$ cat src/rtl/gps_dump_pkg.sv
// Shared types for the correlator dump capture block.
// GPS_DUMP_TIMESTAMP_EN adds a 48-bit sample timestamp field to each record.
package gps_dump_pkg;

  localparam int unsigned ACC_W  = 18;
  localparam int unsigned SQ_W   = 2 * ACC_W;
  localparam int unsigned POW_W  = 2 * ACC_W;
  localparam int unsigned DCNT_W = 32;
  localparam int unsigned CNT_W  = 16;
  localparam int unsigned TS_W   = 48;

  localparam logic [CNT_W-1:0] CNT_SAT = 16'hFFFF;

  typedef enum logic [2:0] {
    IDLE = 3'd0,
    SQ0  = 3'd1,
    SQ1  = 3'd2,
    SQ2  = 3'd3,
    SQ3  = 3'd4,
    SQ4  = 3'd5,
    SQ5  = 3'd6,
    PUSH = 3'd7
  } state_e;

  // One complete dump record as it travels through the FIFO.
  typedef struct packed {
`ifdef GPS_DUMP_TIMESTAMP_EN
    logic [TS_W-1:0]   timestamp;
`endif
    logic [DCNT_W-1:0] dump_count;
    logic [ACC_W-1:0]  ie;
    logic [ACC_W-1:0]  qe;
    logic [ACC_W-1:0]  ip;
    logic [ACC_W-1:0]  qp;
    logic [ACC_W-1:0]  il;
    logic [ACC_W-1:0]  ql;
    logic [POW_W-1:0]  pe;
    logic [POW_W-1:0]  pp;
    logic [POW_W-1:0]  pl;
  } dump_rec_t;

  function automatic logic [CNT_W-1:0] sat_inc(input logic [CNT_W-1:0] v);
    return (v == CNT_SAT) ? v : v + CNT_W'(1);
  endfunction

endpackage

$ cat src/rtl/gps_dump_fifo.sv
// First-word-fall-through record FIFO with a registered head and level.
// Head fields hold their last value while empty; extra pointer bit separates full from empty.
module gps_dump_fifo
  import gps_dump_pkg::*;
#(
  parameter int unsigned DEPTH = 4
) (
  input  logic                   clk,
  input  logic                   rstn,
  input  logic                   clr,
  input  logic                   i_push,
  input  dump_rec_t              i_data,
  input  logic                   i_pop,
  output dump_rec_t              o_head,
  output logic                   o_valid,
  output logic [$clog2(DEPTH):0] o_level,
  output logic                   o_reject_c
);

  localparam int unsigned AW = $clog2(DEPTH);
  localparam int unsigned PW = AW + 1;

  dump_rec_t     r_mem [DEPTH];
  dump_rec_t     r_head;
  dump_rec_t     w_head_n;
  logic [PW-1:0] r_wr_ptr;
  logic [PW-1:0] r_rd_ptr;
  logic [PW-1:0] r_level;
  logic          r_valid;
  logic [PW-1:0] w_level;
  logic [PW-1:0] w_level_n;
  logic [PW-1:0] w_wr_ptr_n;
  logic [PW-1:0] w_rd_ptr_n;
  logic          w_full;
  logic          w_pop;
  logic          w_push_ok;

  assign w_level    = r_wr_ptr - r_rd_ptr;
  assign w_full     = (w_level == PW'(DEPTH));
  assign w_pop      = i_pop & r_valid;
  // A full FIFO still accepts a push when the head leaves in the same cycle.
  assign w_push_ok  = i_push & (~w_full | w_pop);
  assign o_reject_c = i_push & ~w_push_ok;
  assign w_wr_ptr_n = r_wr_ptr + PW'(w_push_ok);
  assign w_rd_ptr_n = r_rd_ptr + PW'(w_pop);
  assign w_level_n  = w_wr_ptr_n - w_rd_ptr_n;

  // Next head bypasses storage when it is the record being written right now.
  always_comb begin
    w_head_n = r_mem[w_rd_ptr_n[AW-1:0]];
    if (w_push_ok && (w_rd_ptr_n[AW-1:0] == r_wr_ptr[AW-1:0])) begin
      w_head_n = i_data;
    end
  end

  always_ff @(posedge clk) begin
    if (w_push_ok) begin
      r_mem[r_wr_ptr[AW-1:0]] <= i_data;
    end
  end

  always_ff @(posedge clk or negedge rstn) begin
    if (!rstn) begin
      r_wr_ptr <= '0;
      r_rd_ptr <= '0;
      r_level  <= '0;
      r_valid  <= 1'b0;
      r_head   <= '0;
    end else if (clr) begin
      r_wr_ptr <= '0;
      r_rd_ptr <= '0;
      r_level  <= '0;
      r_valid  <= 1'b0;
      r_head   <= '0;
    end else begin
      r_wr_ptr <= w_wr_ptr_n;
      r_rd_ptr <= w_rd_ptr_n;
      r_level  <= w_level_n;
      r_valid  <= (w_level_n != '0);
      if (w_level_n != '0) begin
        r_head <= w_head_n;
      end
    end
  end

  assign o_head  = r_head;
  assign o_valid = r_valid;
  assign o_level = r_level;

endmodule

$ cat src/rtl/gps_corr_dump_capture.sv
// Captures correlator E/P/L dumps, squares them through one shared multiplier
// and queues records to the tracking CPU. GPS_DUMP_TIMESTAMP_EN adds rec_timestamp.
module gps_corr_dump_capture
  import gps_dump_pkg::*;
#(
  parameter int unsigned DEPTH = 4
) (
  input  logic                    clk,
  input  logic                    rstn,
  input  logic                    clr,
  input  logic                    dump,
  input  logic [DCNT_W-1:0]       dump_count,
  input  logic signed [ACC_W-1:0] i_early,
  input  logic signed [ACC_W-1:0] q_early,
  input  logic signed [ACC_W-1:0] i_prompt,
  input  logic signed [ACC_W-1:0] q_prompt,
  input  logic signed [ACC_W-1:0] i_late,
  input  logic signed [ACC_W-1:0] q_late,
  output logic                    rec_valid,
  input  logic                    rec_ready,
  output logic [DCNT_W-1:0]       rec_dump_count,
  output logic signed [ACC_W-1:0] rec_ie,
  output logic signed [ACC_W-1:0] rec_qe,
  output logic signed [ACC_W-1:0] rec_ip,
  output logic signed [ACC_W-1:0] rec_qp,
  output logic signed [ACC_W-1:0] rec_il,
  output logic signed [ACC_W-1:0] rec_ql,
  output logic [POW_W-1:0]        rec_pe,
  output logic [POW_W-1:0]        rec_pp,
  output logic [POW_W-1:0]        rec_pl,
`ifdef GPS_DUMP_TIMESTAMP_EN
  output logic [TS_W-1:0]         rec_timestamp,
`endif
  output logic [$clog2(DEPTH):0]  fifo_level,
  output logic [CNT_W-1:0]        drop_count,
  output logic [CNT_W-1:0]        ovf_count,
  output logic                    ovf_sticky
);

  state_e                  r_state;
  state_e                  w_state_n;
  dump_rec_t               r_rec;
  dump_rec_t               w_head;
  logic                    w_load;
  logic                    w_drop;
  logic                    w_push;
  logic                    w_reject;
  logic signed [ACC_W-1:0] w_op;
  logic signed [SQ_W-1:0]  w_sq;
  logic [POW_W-1:0]        w_sq_u;
  logic [CNT_W-1:0]        r_drop_cnt;
  logic [CNT_W-1:0]        r_ovf_cnt;
  logic                    r_ovf_sticky;
`ifdef GPS_DUMP_TIMESTAMP_EN
  logic [TS_W-1:0]         r_ts;
`endif

  // State register.
  always_ff @(posedge clk or negedge rstn) begin
    if (!rstn) begin
      r_state <= IDLE;
    end else if (clr) begin
      r_state <= IDLE;
    end else begin
      r_state <= w_state_n;
    end
  end

  // Fixed seven-cycle walk once a dump has been accepted.
  always_comb begin
    w_state_n = r_state;
    unique case (r_state)
      IDLE:    if (dump) w_state_n = SQ0;
      SQ0:     w_state_n = SQ1;
      SQ1:     w_state_n = SQ2;
      SQ2:     w_state_n = SQ3;
      SQ3:     w_state_n = SQ4;
      SQ4:     w_state_n = SQ5;
      SQ5:     w_state_n = PUSH;
      PUSH:    w_state_n = IDLE;
      default: w_state_n = IDLE;
    endcase
  end

  // Per-state controls and multiplier operand select.
  always_comb begin
    w_load = 1'b0;
    w_drop = 1'b0;
    w_push = 1'b0;
    w_op   = '0;
    unique case (r_state)
      IDLE:    w_load = dump;
      SQ0:     w_op   = r_rec.ie;
      SQ1:     w_op   = r_rec.qe;
      SQ2:     w_op   = r_rec.ip;
      SQ3:     w_op   = r_rec.qp;
      SQ4:     w_op   = r_rec.il;
      SQ5:     w_op   = r_rec.ql;
      PUSH:    w_push = 1'b1;
      default: w_op   = '0;
    endcase
    if (dump && (r_state != IDLE)) begin
      w_drop = 1'b1;
    end
  end

  // Shared squarer; the square of a signed value is never negative.
  assign w_sq   = SQ_W'(w_op) * SQ_W'(w_op);
  assign w_sq_u = POW_W'($unsigned(w_sq));

  // Capture registers and power accumulators.
  always_ff @(posedge clk or negedge rstn) begin
    if (!rstn) begin
      r_rec <= '0;
    end else if (clr) begin
      r_rec <= '0;
    end else begin
      if (w_load) begin
        r_rec.dump_count <= dump_count;
        r_rec.ie         <= i_early;
        r_rec.qe         <= q_early;
        r_rec.ip         <= i_prompt;
        r_rec.qp         <= q_prompt;
        r_rec.il         <= i_late;
        r_rec.ql         <= q_late;
`ifdef GPS_DUMP_TIMESTAMP_EN
        r_rec.timestamp  <= r_ts;
`endif
      end
      unique case (r_state)
        SQ0:     r_rec.pe <= w_sq_u;
        SQ1:     r_rec.pe <= r_rec.pe + w_sq_u;
        SQ2:     r_rec.pp <= w_sq_u;
        SQ3:     r_rec.pp <= r_rec.pp + w_sq_u;
        SQ4:     r_rec.pl <= w_sq_u;
        SQ5:     r_rec.pl <= r_rec.pl + w_sq_u;
        default: ;
      endcase
    end
  end

  // Drop / overflow bookkeeping.
  always_ff @(posedge clk or negedge rstn) begin
    if (!rstn) begin
      r_drop_cnt   <= '0;
      r_ovf_cnt    <= '0;
      r_ovf_sticky <= 1'b0;
    end else if (clr) begin
      r_drop_cnt   <= '0;
      r_ovf_cnt    <= '0;
      r_ovf_sticky <= 1'b0;
    end else begin
      if (w_drop) begin
        r_drop_cnt <= sat_inc(r_drop_cnt);
      end
      if (w_reject) begin
        r_ovf_cnt    <= sat_inc(r_ovf_cnt);
        r_ovf_sticky <= 1'b1;
      end
    end
  end

`ifdef GPS_DUMP_TIMESTAMP_EN
  // Free-running sample counter.
  always_ff @(posedge clk or negedge rstn) begin
    if (!rstn) begin
      r_ts <= '0;
    end else if (clr) begin
      r_ts <= '0;
    end else begin
      r_ts <= r_ts + TS_W'(1);
    end
  end
`endif

  gps_dump_fifo #(
    .DEPTH (DEPTH)
  ) u_fifo (
    .clk        (clk),
    .rstn       (rstn),
    .clr        (clr),
    .i_push     (w_push),
    .i_data     (r_rec),
    .i_pop      (rec_ready),
    .o_head     (w_head),
    .o_valid    (rec_valid),
    .o_level    (fifo_level),
    .o_reject_c (w_reject)
  );

  assign rec_dump_count = w_head.dump_count;
  assign rec_ie         = w_head.ie;
  assign rec_qe         = w_head.qe;
  assign rec_ip         = w_head.ip;
  assign rec_qp         = w_head.qp;
  assign rec_il         = w_head.il;
  assign rec_ql         = w_head.ql;
  assign rec_pe         = w_head.pe;
  assign rec_pp         = w_head.pp;
  assign rec_pl         = w_head.pl;
`ifdef GPS_DUMP_TIMESTAMP_EN
  assign rec_timestamp  = w_head.timestamp;
`endif
  assign drop_count     = r_drop_cnt;
  assign ovf_count      = r_ovf_cnt;
  assign ovf_sticky     = r_ovf_sticky;

endmodule

$ cat config.mk
export PLATFORM = sky130hd
export DESIGN_NAME = gps_corr_dump_capture
export DESIGN_NICKNAME = d
export VERILOG_FILES = /design/src/rtl/gps_dump_pkg.sv /design/src/rtl/gps_dump_fifo.sv /design/src/rtl/gps_corr_dump_capture.sv
export SDC_FILE = /design/constraint.sdc
export NUM_CORES = 2
export LEC_CHECK = 0
export CORE_AREA = 4 4 349 351
export DETAILED_ROUTE_END_ITERATION = 10
export DIE_AREA = 0 0 353 355
export DONT_BUFFER_PORTS = 1
export GPL_ROUTABILITY_DRIVEN = 0
export PLACE_DENSITY_LB_ADDON = 0.3
export SLEW_MARGIN = 5
export SYNTH_ARGS = -nofsm -noshare
export SYNTH_HDL_FRONTEND = slang
export SYNTH_SLANG_ARGS = --single-unit
export TNS_END_PERCENT = 1
$ cat constraint.sdc
create_clock -name clk -period 27 [get_ports clk]
set_clock_uncertainty 0.15 [all_clocks]
set_input_delay 5.4 -clock clk [delete_from_list [all_inputs] [get_ports clk]]
set_output_delay 5.4 -clock clk [all_outputs]
set_load 0.02 [all_outputs]
==> results_dict.tcl <==
set metrics [dict create \
    status "finished, violations left" \
    violations "slew limit" \
    drive_above_1_share_pct 10.3 \
    syn-instance-count 5510 \
    synth_seq_cells 1534 \
    dr.first_iter.drc_count 5687 \
    totalPowerFinal_mw 6.25 \
    synthTopCellsByCount "edfxtp_1, nand2_1, dfrtp_1" \
    finalCriticalPeriod_ns 11.78 \
    cts_sinks 1534 \
    setup_tns_ns 0 \
    synth_area_mm2 0.0755 \
    async_flop_share_pct 35.3 \
    grt_pass1_vias 47475 \
    grt_setup_unrepaired "no" \
    drc 0 \
    cp_data_required_time_ns 27.50 \
    avgRoutedWirePerCell_um 27.4 \
    hold_buffers 0 \
    crit_fanout 61 \
    ys_seq_area_share_pct 57.5 \
    vias 47013 \
    crit_type "reg2reg" \
    final_area_mm2 0.0820 \
    setup_viol 0 \
    synth.distinct_cells 81 \
    clock_latency_ns 0.81 \
    final_antenna_net_count 0 \
    synth.top_cell.area_share_pct 39.5 \
    synth_area_per_cell_um2 13.7 \
    first_pass_iters 6 \
    start_util_pct 63.4 \
    grt_max_degree 543 \
    grt.overflow.total 0 \
    rrSetupSlack_ns 15.22 \
    crit_path_start_kind "flip-flop" \
    synth_area_leader_cell "edfxtp_1" \
    final_hold_viol_count 0 \
    path_clk_slew_ns 0.06 \
    slew_violations 325 \
    worstMarginPinSlew_ns 1.93 \
    p_leak_nw 32.3 \
    slew_headroom_pct -28.6 \
    synth_warnings 0 \
    cp-end-kind "flip-flop" \
    cts_root_buffer "clkbuf_16" \
    hpwl_um 127000 \
    grt_pass1_wl_um 296000 \
    synthFlopType "edfxtp_1" \
    finalNonFillerCells 7153 \
    numCtsBuffers 153 \
    dpl.cell_count 6845 \
    arrival_ns 12.28 \
    cpPeakStageDelay_ns 0.75 \
    worst_slack_ns 15.22 \
    synthesis.nets 6169 \
    synth.area.top_cells "edfxtp_1, dfrtp_1, fa_1" \
    maxCapViolCount 0 \
    clockBufferDepth 3 \
    post-place-ws_ns 15.49 \
    nets 6111 \
    io_buffers 0 \
    die-area_mm2 0.125 \
    std_cell_rows 127 \
    postPlaceCellArea_mm2 0.0769 \
    period_share_pct 43.6 \
    fillers 7839 \
    viasPerCell 6.57 \
    min_path_type "reg2reg" \
    hold_ws_ns 0.416 \
    io_pins 430 \
    synthToLayoutAreaGrowth_pct 8.67 \
    die-height_um 355 \
    power-per-cell-area_mw_per_mm2 76.2 \
    cts_tree "done" \
    cpMaxStageDelayCell "dfrtp_1" \
    crit_top_cell "inv_1" \
    die_w_um 353 \
    crit_family "adder cells" \
    grt_use_total_pct 31.5 \
    routed_wl_um 196000 \
    htreeDepth 4 \
    path_buf_inv 8 \
    final_util_pct 68.9 \
    yosysMostFrequentCell "edfxtp_1" \
    ir_drop_mv 0.0877 \
    post_cts_buffers 0 \
    fmax_mhz 84.9 \
    synth_enable_flop_cells 992 \
    cts_resized 0 \
    core-area_mm2 0.119 \
    antenna_found_initial 26 \
]
-- cell type report --
type                    count  area (um2)  share of cell area, %
multi-input cells        3203       29300                   35.7
diodes                     20        50.0                 0.0610
flip-flops and latches   1534       43400                   52.9
clock buffers             219        4270                   5.20
clock inverters            69         773                  0.943
repair buffers             58         473                  0.577
inverters                 502        1890                   2.30
well taps                1548        1940                   2.36
-- layer usage --
| layer | global-route usage, % | share of wire, % | vias up |
|---|---|---|---|
| met4 | 14.8 | 4.9 | 14 |
| li1 | - | - | 19852 |
| met5 | 0 | 0.049 | - |
| met1 | 42.4 | 37 | 24069 |
| met3 | 8.73 | 11 | 493 |
| met2 | 48.4 | 47 | 2585 |
-- report_power, final --
| group | switching [mW] | leakage, nW | internal (mW) |
|---|---|---|---|
| logic | 0.624 | 13.2 | 0.419 |
| clock network | 0.934 | 2.43 | 1.19 |
| registers | 0.401 | 16.6 | 2.68 |
| total | 1.96 | 32.3 | 4.29 |
-- worst reg2reg max path: cells and delay by family, from the launching register on --
kind / cells / cell delay (ns)
buffers and inverters: 8 / 1.56
XOR/XNOR: 1 / 0.11
AND/OR/NAND/NOR: 12 / 3.02
adder cells (fa/ha/maj): 8 / 3.43
flip-flops: 1 / 0.75
AO/OA/AOI/OAI: 9 / 2.62
-- path summary, 6_finish.rpt --
kind                                        start                        endpoint  cells past startpoint
max in group asynchronous                    rstn   u_fifo.o_head[38]$_DFFE_PN0P_                      0
min in group asynchronous                    rstn          r_rec[234]$_DFFE_PN0P_                      0
max reg2reg                r_state[2]$_DFFE_PN0P_           r_rec[34]$_DFFE_PN0P_                     38
min                        r_rec[244]$_DFFE_PN0P_  u_fifo.r_mem[2][244]$_DFFE_PP_                      0
min reg2reg                r_rec[244]$_DFFE_PN0P_  u_fifo.r_mem[2][244]$_DFFE_PP_                      0
max                        r_state[2]$_DFFE_PN0P_           r_rec[34]$_DFFE_PN0P_                     38
-- cells by family after synthesis --
logic type	after synthesis	synth area share (%)
muxes	503	10.8
DFF	1534	57.5
buffers and inverters	773	3.91
adders and majority gates	514	11.5
AOI/OAI and AO/OA	1004	8.67
and+or+nand+nor	1017	5.75
xor gates and xnor gates	165	1.96
-- state kept, by name (all words and copies together) (netlist names) --
register         cells
u_fifo.o_head      248
ovf_sticky           1
ovf_count           16
u_fifo.r_wr_ptr      3
u_fifo.o_valid       1
u_fifo.r_mem       992
u_fifo.r_rd_ptr      3
r_state              3
u_fifo.o_level       3
r_rec              248
drop_count          16
-- cell usage in the layout, fill, tap and decap left out, drive strengths merged, types with 14 or more instances in the layout --
cell type | netlist | layout
o21ai | 353 | 353
inv | 498 | 506
xor2 | 71 | 71
a211oi | 64 | 64
o21a | 14 | 14
buf | 53 | 58
and3 | 22 | 22
nand2b | 16 | 16
fa | 296 | 296
a22oi | 54 | 54
nand2 | 549 | 549
edfxtp | 992 | 992
mux2i | 254 | 254
mux4 | 248 | 248
a22o | 139 | 139
a31oi | 17 | 17
clkbuf | 218 | 219
nor3 | 35 | 35
nor2 | 251 | 251
a311oi | 21 | 21
nand3 | 51 | 51
diode | 0 | 20
a21oi | 176 | 176
o21bai | 21 | 21
clkinv | 4 | 50
xnor2 | 94 | 94
a21o | 53 | 53
dfrtp | 542 | 542
nand4 | 21 | 21
ha | 218 | 218
or3 | 15 | 15
No activity file was read; power rests on OpenSTA's default activity.
